`config.mk`:
```
export PLATFORM = sky130hd
export DESIGN_NAME = dmem_responder
export DESIGN_NICKNAME = d
export VERILOG_FILES = /design/src/rtl/dmem_responder.sv
export SDC_FILE = /design/constraint.sdc
export NUM_CORES = 2
export LEC_CHECK = 0
export CAP_MARGIN = 5
export CORE_MARGIN = 2
export CORE_UTILIZATION = 42
export CTS_CLUSTER_SIZE = 28
export DETAILED_ROUTE_END_ITERATION = 10
export GPL_TIMING_DRIVEN = 0
export SLEW_MARGIN = 20
export SYNTH_ARGS = -nofsm -noshare
export SYNTH_HDL_FRONTEND = slang
export SYNTH_SLANG_ARGS = --single-unit
```
`constraint.sdc`:
```
create_clock -name clk -period 8.2 [get_ports clk]
set_input_delay 2.46 -clock clk [delete_from_list [all_inputs] [get_ports clk]]
set_output_delay 2.46 -clock clk [all_outputs]
set_load 0.03 [all_outputs]
```
`src/rtl/dmem_responder.sv`:
```
// Data-memory responder for the single-cycle core: combinational load path,
// one-edge stores, a post-reset clear engine, misalignment flagging and a store counter.
module dmem_responder #(
    parameter int DEPTH  = 64,
    parameter int ADDR_W = 6
) (
    input  logic        clk,
    input  logic        reset,
    input  logic        memwrite,
    input  logic [31:0] addr,
    input  logic [31:0] writedata,
    output logic [31:0] readdata,
    output logic        ready,
    output logic        misaligned,
    output logic        err_sticky,
    output logic [15:0] wr_count
);

    typedef enum logic {CLEAR, RUN} state_t;

    state_t              state_reg;
    logic [ADDR_W-1:0]   clr_ptr_reg;
    logic                ready_reg;
    logic                err_sticky_reg;
    logic [15:0]         wr_count_reg;
    logic [31:0]         mem [DEPTH];

    logic [ADDR_W-1:0]   idx;
    logic                aligned;
    logic                commit;
    logic                unused_addr_bits;

    // Upper address bits alias onto the array, so they are intentionally dropped.
    assign idx              = addr[ADDR_W+1:2];
    assign aligned          = (addr[1:0] == 2'b00);
    assign unused_addr_bits = ^addr[31:ADDR_W+2];
    assign commit           = (state_reg == RUN) && memwrite && aligned;

    assign misaligned = (state_reg == RUN) && !aligned;
    assign readdata   = ((state_reg == RUN) && aligned) ? mem[idx] : 32'h0000_0000;
    assign ready      = ready_reg;
    assign err_sticky = err_sticky_reg;
    assign wr_count   = wr_count_reg;

    always_ff @(posedge clk or posedge reset) begin
        if (reset) begin
            state_reg      <= CLEAR;
            clr_ptr_reg    <= '0;
            ready_reg      <= 1'b0;
            err_sticky_reg <= 1'b0;
            wr_count_reg   <= 16'h0000;
        end else begin
            case (state_reg)
                CLEAR: begin
                    clr_ptr_reg <= clr_ptr_reg + ADDR_W'(1);
                    if (clr_ptr_reg == ADDR_W'(DEPTH - 1)) begin
                        state_reg <= RUN;
                        ready_reg <= 1'b1;
                    end
                end
                RUN: begin
                    if (!aligned)
                        err_sticky_reg <= 1'b1;
                    if (commit && (wr_count_reg != 16'hFFFF))
                        wr_count_reg <= wr_count_reg + 16'd1;
                end
                default: begin
                    state_reg <= CLEAR;
                    ready_reg <= 1'b0;
                end
            endcase
        end
    end

    // Array has no reset; the clear engine owns it until RUN.
    always_ff @(posedge clk) begin
        if (state_reg == CLEAR)
            mem[clr_ptr_reg] <= 32'h0000_0000;
        else if (commit)
            mem[idx] <= writedata;
    end

endmodule

```
==> metrics.txt <==
outcome complete, but fails checks; failing checks negative setup slack; first-pass GRT wire length 348.4 mm; H-tree depth 4; sequential area share after synthesis 0.7786; internal power 16.62 mW; GRT Total Usage 0.2682; top cell type's share of synthesized area 0.7708; clk_lat worst skew 0.83 ns; crit-path most repeated cell buf_4; final wirelength 258.7 mm; Num CTS Buffers 205; Synth async-reset ratio 0.01206; Row Count 159; largest net degree at the start of global routing 65; ANT cells 0; filler cell count 14.79k; I/O Buffers 89; Die Y 439.9 um; Hold WS 0.4738 ns; placed insts 6,150; # IOs 118; endpoints failing setup 4; Sw Share 0.2127; Post-Synthesis Cells 3,405; DR DRC count 0; VDD IR max 0.1771 mV; Sink Count 2,073; clock power share 0.430; Yosys cell types 66; GR Overflow Total 0; Worst Hold Path Cells 1; max_cap viols 0; Gate power share 0.027; fmax 120.6 MHz; Placer Congestion 0.8500; reg2reg path depth 8; Setup Crit Path Kind input port to primary output; worst min path class flop to flop; Top FF cell, synth edfxtp_1; Net Sw Power 4.488 mW; largest cells by area after synthesis edfxtp_1, mux4_2, mux2i_1, dfrtp_1, nor2_1; Worst setup EP type primary output; initial antenna violation count 9; Post-Syn Area 79,790 um2; Yosys warnings 0; vias in the first global route 40.14k; area grow syn2layout 19.03%; Final period util 1.011; Reg power frac 0.543; minimum clock period 8.293 ns; Critical Path Fanout Max 10; CP Data Arrival Time 5.83 ns; final hold violations 0; most frequent cell after synthesis edfxtp_1; CTS clk-pin slew, worst paths 0.06 ns; RSZ-0062 raised after global routing false; final net count 3,936; largest stage delay on the critical path 0.76 ns; CTS tree done; Avg Inst Size Synth 23.43 um2; CTS Root Cell clkbuf_16; clk_skew 0.04339 ns; DR iter-0 viols 6,953; crit path cell chain buf_4 -> buf_4 -> inv_1 -> clkdlybuf4s15_2 -> nor2_1 -> a221oi_4 -> a21oi_1 -> o21ai_1 -> clkdlybuf4s50_1; Crit path required time 5.74 ns; most instantiated cells after synthesis edfxtp_1, mux4_2, nor2_1; crit start category input port; critical path startpoint addr[5]; post-DR vias/cell 6.360; RR Startpoint state_reg; estimated wirelength of the detail-placed design 177.6 mm; Largest register FFs 2,048; setup ws final -0.09345 ns; synthesized flop and latch total 2,073; syn_nets 3,474; clock buffer depth 3; Initial Util 0.4240; EDFF count, synth 2,048; share of post-route cells with drive strength above 1 0.3309; Synth area leader edfxtp_1; core box area 188,200 um2; die area 193,500 um2; Max Slew Vio Count 0; Pleak 24.60 nW; CP max stage cell clkdlybuf4s50_1; drt first pass iters 6; post-route insts no fill 6,539; die width 439.9 um; Avg WL per Cell 39.56 um; detailed-route via count 41.59k; hold_sp ready; Finished Core Util 0.5046; Slew @ Worst Pin 1.093 ns; Rel. slew slack 0.2711; Pwr Density 222.2 nW/um2; Routed Antenna Nets 0
-- path summary, 6_finish.rpt --
check                                    end  slack [ns]
min in group asynchronous        wr_count[4]        2.04
worst min-delay path                   ready        0.47
worst min register to register         ready        0.47
max in group asynchronous       wr_count[15]        5.73
worst max register to register   mem[22][28]        3.76
worst max-delay path            readdata[20]       -0.09
-- power by group through the flow --
stage,combinational [mW],clock [mW],sequential (mW)
3_3_place_gp,0.554,0,11.7
2_1_floorplan,0.310,0,11.7
3_5_place_dp,0.560,0,11.7
4_1_cts,0.574,9.11,11.5
5_1_grt,0.589,9.53,11.5
6_report,0.577,9.07,11.5
-- cells in the final DEF (no fill, tap or decap), drive strengths merged, types with 8 or more instances in the layout --
cell type and n:
nor2 98, and2 39, o21ai 30, a21oi 38, nand3 22, a221oi 12
mux4 571, a211oi 8, mux2i 69, dlygate4sd2 30, bufinv 10, nor2b 8
nand2b 9, a22oi 34, nand2 51, clkinv 117, mux2 18, dfrtp 25
inv 16, clkdlybuf4s50 57, edfxtp 2048, o22ai 15, nor3 13, clkbuf 306
o221ai 12, xnor2 15, buf 281
-- cells by family after synthesis --
group,count (synthesis),share of synthesized area
fa+ha+maj,2,0.0003136
mux,658,0.1724
buf+inv,188,0.01341
simple gates,272,0.01659
compound gates,192,0.01650
flops,2073,0.7786
xor+xnor,20,0.002195
-- critical path: cells and delay by family --
kind | cells | cell delay (ns)
buf+inv | 5 | 2.10
compound gates | 3 | 0.95
simple gates | 1 | 0.29
-- what timing repair did --
item,in CTS,in global routing
setup endpoints to repair,32,5
hold buffers,0,0
buffers inserted,7,0
resized for setup,167,11
cloned,0,0
endpoints found under the hold margin,0,0
pin swaps,9,1
-- metal layers --
| layer | GRT usage | share of wire | vias up |
|---|---|---|---|
| li1 | - | - | 15560 |
| met2 | 0.4045 | 0.46 | 2908 |
| met4 | 0.1152 | 0.050 | 6 |
| met1 | 0.3738 | 0.38 | 22580 |
| met3 | 0.06639 | 0.12 | 531 |
| met5 | 0 | 0.00015 | - |
-- cell type report --
| cell class | count | area [um2] | area share |
|---|---|---|---|
| clock inverter | 138 | 1070 | 0.01126 |
| clock buffer | 246 | 5326 | 0.05608 |
| sequential | 2073 | 62120 | 0.6542 |
| timing repair buffer | 257 | 4608 | 0.04852 |
| tap | 2495 | 3122 | 0.03287 |
| inverter | 10 | 37.54 | 0.0003952 |
| multi-input combinational | 1144 | 17410 | 0.1833 |
| buffer | 176 | 1270 | 0.01337 |
-- per-stage QoR --
step	instance area (um2)	TNS, ns	worst slack (ns)	power, mW
2_1_floorplan	79790	0	1.242	12.00
3_3_place_gp	83800	-3041.33	-2.520	12.24
3_5_place_dp	88090	-40.62	-2.051	12.24
4_1_cts	94950	-0.05246	-0.05246	21.14
5_1_grt	94970	0	0.004293	21.57
6_report	94970	-0.1335	-0.09345	21.11
(Power assumes the default switching activity.)
